$ cat src/rtl/ascon_perm_seq.sv
// rtl/ascon_perm_seq.sv - iterative round sequencer around the Ascon permutation core
// Holds the 320-bit state, steps the external core UROL rounds per cycle, hands back the result.
module ascon_perm_seq #(
  parameter int UROL = 1
) (
  input  logic        clk,
  input  logic        rst,
  input  logic        in_valid_i,
  output logic        in_ready_o,
  input  logic        p8_i,
  input  logic [63:0] x0_i,
  input  logic [63:0] x1_i,
  input  logic [63:0] x2_i,
  input  logic [63:0] x3_i,
  input  logic [63:0] x4_i,
  output logic        out_valid_o,
  input  logic        out_ready_i,
  output logic [63:0] x0_o,
  output logic [63:0] x1_o,
  output logic [63:0] x2_o,
  output logic [63:0] x3_o,
  output logic [63:0] x4_o,
  output logic [3:0]  round_cnt_o,
  output logic [63:0] xp0_o,
  output logic [63:0] xp1_o,
  output logic [63:0] xp2_o,
  output logic [63:0] xp3_o,
  output logic [63:0] xp4_o,
  input  logic [63:0] xp0_i,
  input  logic [63:0] xp1_i,
  input  logic [63:0] xp2_i,
  input  logic [63:0] xp3_i,
  input  logic [63:0] xp4_i
);

  if (!(UROL == 1 || UROL == 2 || UROL == 4)) begin : g_urol_check
    $error("ascon_perm_seq: UROL must be 1, 2 or 4");
  end

  localparam logic [3:0] STEP = 4'(UROL);

  typedef enum logic [1:0] {IDLE, RUN, DONE} state_t;

  state_t      state;
  logic [63:0] s0, s1, s2, s3, s4;
  logic [3:0]  rnd;
  logic        out_valid;
  logic        accept;

  // DONE with a ready consumer frees the slot in the same cycle, so a new job can enter.
  assign in_ready_o = rst & ((state == IDLE) | ((state == DONE) & out_ready_i));
  assign accept     = in_valid_i & in_ready_o;

  always_ff @(posedge clk) begin
    if (!rst) begin
      state     <= IDLE;
      s0        <= '0;
      s1        <= '0;
      s2        <= '0;
      s3        <= '0;
      s4        <= '0;
      rnd       <= '0;
      out_valid <= 1'b0;
    end else begin
      case (state)
        IDLE, DONE: begin
          if (accept) begin
            s0        <= x0_i;
            s1        <= x1_i;
            s2        <= x2_i;
            s3        <= x3_i;
            s4        <= x4_i;
            rnd       <= p8_i ? 4'd8 : 4'd12;
            out_valid <= 1'b0;
            state     <= RUN;
          end else if (state == DONE && out_ready_i) begin
            out_valid <= 1'b0;
            state     <= IDLE;
          end
        end
        RUN: begin
          s0  <= xp0_i;
          s1  <= xp1_i;
          s2  <= xp2_i;
          s3  <= xp3_i;
          s4  <= xp4_i;
          rnd <= rnd - STEP;
          if (rnd == STEP) begin
            out_valid <= 1'b1;
            state     <= DONE;
          end
        end
        default: begin
          out_valid <= 1'b0;
          state     <= IDLE;
        end
      endcase
    end
  end

  assign out_valid_o = out_valid;
  assign round_cnt_o = rnd;

  assign x0_o  = s0;
  assign x1_o  = s1;
  assign x2_o  = s2;
  assign x3_o  = s3;
  assign x4_o  = s4;
  assign xp0_o = s0;
  assign xp1_o = s1;
  assign xp2_o = s2;
  assign xp3_o = s3;
  assign xp4_o = s4;

endmodule

$ cat config.mk
export PLATFORM = sky130hd
export DESIGN_NAME = ascon_perm_seq
export DESIGN_NICKNAME = d
export VERILOG_FILES = /design/src/rtl/ascon_perm_seq.sv
export SDC_FILE = /design/constraint.sdc
export NUM_CORES = 1
export LEC_CHECK = 0
export CAP_MARGIN = 20
export CORE_AREA = 2 2 499 501
export CTS_BUF_LIST = sky130_fd_sc_hd__clkbuf_8
export CTS_CLUSTER_SIZE = 12
export DETAILED_ROUTE_END_ITERATION = 7
export DIE_AREA = 0 0 501 503
export PLACE_DENSITY = 0.39
export SLEW_MARGIN = 0
export SYNTH_ARGS = -nofsm -noshare
export SYNTH_HDL_FRONTEND = slang
export SYNTH_SLANG_ARGS = --single-unit
export TNS_END_PERCENT = 50
$ cat constraint.sdc
create_clock -name clk -period 1.3 [get_ports clk]
set_input_delay 0.26 -clock clk [delete_from_list [all_inputs] [get_ports clk]]
set_output_delay 0.26 -clock clk [all_outputs]
set_load 0.02 [all_outputs]
==> impl_summary.md <==
Outcome
The run finished, with violations left. The final reports fail on hold timing, setup timing.

Timing
The number of endpoints with negative hold slack in the final report came to 1. After layout, the worst setup slack is -0.749 ns. The worst slew margin relative to its limit is 0.652.

The final clock period utilization by the worst path is 1.58. The max-slew violation total from the final report is 0. For the pin with the worst max-slew slack, the measured transition is 0.514 ns. The tightest hold path in the finished design has a slack of -0.0840 ns. The largest clock skew in the final design is 0.0470 ns. The achievable frequency is 488 MHz. The final-report setup violation count is 972. Setup repair after global routing could not meet its margin everywhere.

After layout, the minimum clock period comes to 2.05 ns.

Yosys
The number of unique standard cell types used by synthesis is 32. By area, the combinational part of the netlist is dominated by compound AO/OA/AOI/OAI gates. Each instance of the synthesized netlist takes up on average 7.99 um^2.

Of the total synthesized cell area, the portion taken by AND, OR, NAND and NOR gates is 0.120. The number of synthesized register bits is 326. The multiplexer share of the synthesized area is 0. The post-synthesis cell count is 2604. For this run, the number of Yosys warnings is 0. The cell area after technology mapping is 20800 um^2. The net count after synthesis is 3251. The xor/xnor cell area share of the yosys netlist is 0. The sequential fraction of the synthesis area is 0.314. The adder and majority gate portion of the synthesized area is 0.00120. The complex-gate fraction of the synthesized area is 0.370.

Clock tree
For the worst-skew pair, the clock arrives at the later sink with an insertion delay of 0.81 ns. For this design, the CTS-stage hold fixing added 425 buffers. Clock-pin slew was measured on the worst setup and hold paths at 0.06 ns. TritonCTS built the clock tree. The maximum number of buffers from clock root to sink is 3.

Counting the buffers created by CTS gives 78. The clock tree root buffer cell is clkbuf_8. The clock net in this run drives a total of 326 sinks. The number of H-tree levels is 3.

Route
The via count normalized by instance count is 3.93. For this run, design rule violations remaining after detail routing come to 0. After detailed routing, the average wire length per cell comes to 30.7 um.

In this run, the number of DRC markers left after iteration 0 of detailed routing was 2189. For this block, the via count after detailed routing is 30489. The length of the first detailed-routing pass in iterations is 5. The remaining number of nets flagged by the antenna check after routing is 0. The final routed wirelength across all metal layers is 238 mm.

Die
The overall die area is 252000 um^2. The die boundary height is 503 um. The floorplan step set the die width to 501 um. The number of top-level design ports is 1291. The core outline area is 247000 um^2. The row count is 183.

For this configuration, the core starts out at a cell density of 0.0842.

Placement
The number of buffer cells added on primary ports is 1290. The total placed cells including tap cells is 6932. The placer's final routability congestion estimate is 0.917. The HPWL reported at the end of detailed placement is 182 mm.

Setup path
Across all register-to-register paths, the minimum setup slack is -0.75 ns. The most prevalent standard cell on the critical path is buf_12. At the worst endpoint, the arrival time is 2.66 ns. The dominant delay contributor by cell family on the critical path is buffers and inverters. The signal on the critical path passes through buf_4 -> buf_6 -> buf_12 -> buf_12 -> clkinv_16 -> buf_4 -> buf_12 -> o311ai_0 -> a31oi_1. The critical path class is reg -> reg. The critical path contains buffers and inverters numbering 7 combined. The kind of end point of the critical path is a flip-flop. For this design, the slowest cell found on the critical path is o311ai_0. Of all nets on the critical path, the largest fanout is 67. STA puts the critical path data required time at 1.91 ns.

In this design, the stage delay of the slowest critical-path cell is 0.51 ns. The kind of launch point of the worst setup path is a flip-flop.

Power and ir drop
The overall power is 55700 uW. The cell leakage power is 0.0213 uW. Power spread over the standard cell area amounts to 1050 nW/um^2. The peak ir drop on the vdd network is 0.533 mV.

Cells and area
The footprint of the flip-flops and latches is 7320 um^2. The non-filler instance count after layout is 7756. The final standard cell utilization of the core is 0.215. After filler insertion, the fill cell instance count of the layout stands at 26890. The relative area change from synthesis to final layout is 155%. In the final layout, the share of cells above drive strength 1 is 0.431. The net total in the final layout is 5072. The area taken by multi-input logic gates is 12200 um^2.

Global routing
For this run, the total global-route usage over all layers was measured as 0.163. The initial antenna violation count is 121. The first-pass GRT wire length is 277 mm. The via count of the first global-routing pass is 29106. Summed over all layers, the global routing overflow is 0. The largest net degree at the start of global routing is 84.

Worst hold path
The tightest min-delay check is of the in -> reg type.

Job
The tool flagged a number of max-cap violations equal to 0.
[state kept, by name, summed over array words and instances, names as in the netlist]
name         cells
round_cnt_o      4
x0_o            64
state            1
x4_o            64
x1_o            64
x2_o            64
x3_o            64
out_valid_o      1
[path summary, 6_finish.rpt]
| kind | start | end | cells after the start |
|---|---|---|---|
| setup / recovery | out_valid_o | x0_o[41] | 9 |
| setup reg to reg | out_valid_o | x0_o[41] | 9 |
| hold / removal | in_valid_i | round_cnt_o[1] | 4 |
| hold reg to reg | round_cnt_o[1] | round_cnt_o[1] | 2 |
[where the power goes]
part | internal [uW] | total (uW) | switching (uW)
Combinational | 14300 | 28000 | 13700
Sequential | 11400 | 13200 | 1770
Clock | 8270 | 14500 | 6270
Total | 34000 | 55700 | 21700
[logic make-up after synthesis]
| logic type | after synthesis |
|---|---|
| adder cells (fa/ha/maj) | 2 |
| AO/OA/AOI/OAI | 972 |
| flip-flops | 326 |
| AND/OR/NAND/NOR | 657 |
| buffers and inverters | 647 |
[cell type report]
| class | instances | area share |
|---|---|---|
| diodes | 39 | 0.00184 |
| clock buffers | 94 | 0.0244 |
| clock inverters | 41 | 0.00773 |
| inverters | 4 | 0.000778 |
| multi-input cells | 1631 | 0.230 |
| flip-flops and latches | 326 | 0.138 |
| well taps | 3237 | 0.0763 |
| repair buffers | 2383 | 0.521 |
| repair inverters | 1 | 0.000212 |
[synthesized netlist by cell type (all sizes together)]
master	instances	area, um^2
a31oi	320	2000
o2111a	1	11.3
nand2b	1	6.26
a211o	320	2800
ha	2	25.0
nor2	4	15.0
nor3b	2	15.0
nor3	1	5.00
clkbuf	180	676
o21ba	1	10.0
nand2	642	2410
or3	1	6.26
o32a	1	10.0
buf	463	3370
o21ai	1	5.00
a21oi	2	10.0
and2	1	6.26
and2b	1	7.51
nand3	1	5.00
inv	4	15.0
o311ai	320	2800
a211oi	2	15.0
or2b	1	7.51
nor2b	2	12.5
o21a	2	15.0
a22oi	1	7.51
a221oi	1	8.76
dfxtp	326	6530
[layer usage]
metal / vias up / wire [um] / GRT usage
li1: 13322 / - / -
met1: 15039 / 91100 / 0.186
met2: 1673 / 113000 / 0.274
met3: 375 / 25100 / 0.0737
met4: 80 / 9140 / 0.0434
met5: - / 535 / 0
[worst register-to-register path, stage by stage, from the launching register on]
cell	delay (ns)
dfxtp_4	0.35
buf_4	0.10
buf_6	0.11
buf_12	0.10
buf_12	0.11
clkinv_16	0.07
buf_4	0.16
buf_12	0.16
o311ai_0	0.66
a31oi_1	0.07
[through the flow]
step	setup WS, ns	setup TNS (ns)	area, um^2
after global placement	-1.24	-280.68	40500
after floorplan	-0.0359	-4.49	20900
after CTS	-0.748	-412.22	48800
after detailed placement	-0.977	-287.02	40500
after global routing	-0.762	-467.89	53000
final	-0.749	-368.93	53100
[repair_timing]
action | in CTS | in global routing
pin swaps | 0 | 12
setup endpoints to repair | 972 | 972
setup buffers | 126 | 42
gates cloned | 0 | 58
gates resized for setup | 2532 | 439
endpoints found under the hold margin | 268 | 1
[layout by cell type, fill, tap and decap left out, types with 2 or more instances in the layout]
| cell type | n |
|---|---|
| a31oi_1 | 232 |
| dfxtp_4 | 155 |
| nand2_1 | 617 |
| nand2_2 | 23 |
| nor2_1 | 4 |
| inv_6 | 2 |
| dlygate4sd3_1 | 425 |
| clkbuf_8 | 94 |
| o311ai_1 | 78 |
| o311ai_2 | 47 |
| o21a_1 | 2 |
| buf_8 | 28 |
| o311ai_4 | 15 |
| nand2_4 | 2 |
| a211oi_1 | 2 |
| inv_1 | 29 |
| a211o_1 | 320 |
| dfxtp_1 | 3 |
| clkinv_2 | 2 |
| clkbuf_16 | 49 |
| a31oi_4 | 81 |
| o311ai_0 | 180 |
| buf_4 | 512 |
| a31oi_2 | 7 |
| buf_12 | 348 |
| diode_2 | 39 |
| clkinvlp_4 | 2 |
| buf_6 | 363 |
| dfxtp_2 | 168 |
| ha_1 | 2 |
| clkdlybuf4s50_1 | 642 |
| buf_16 | 15 |
| bufinv_16 | 9 |
Note: power is estimated with default switching activity, not from simulation.
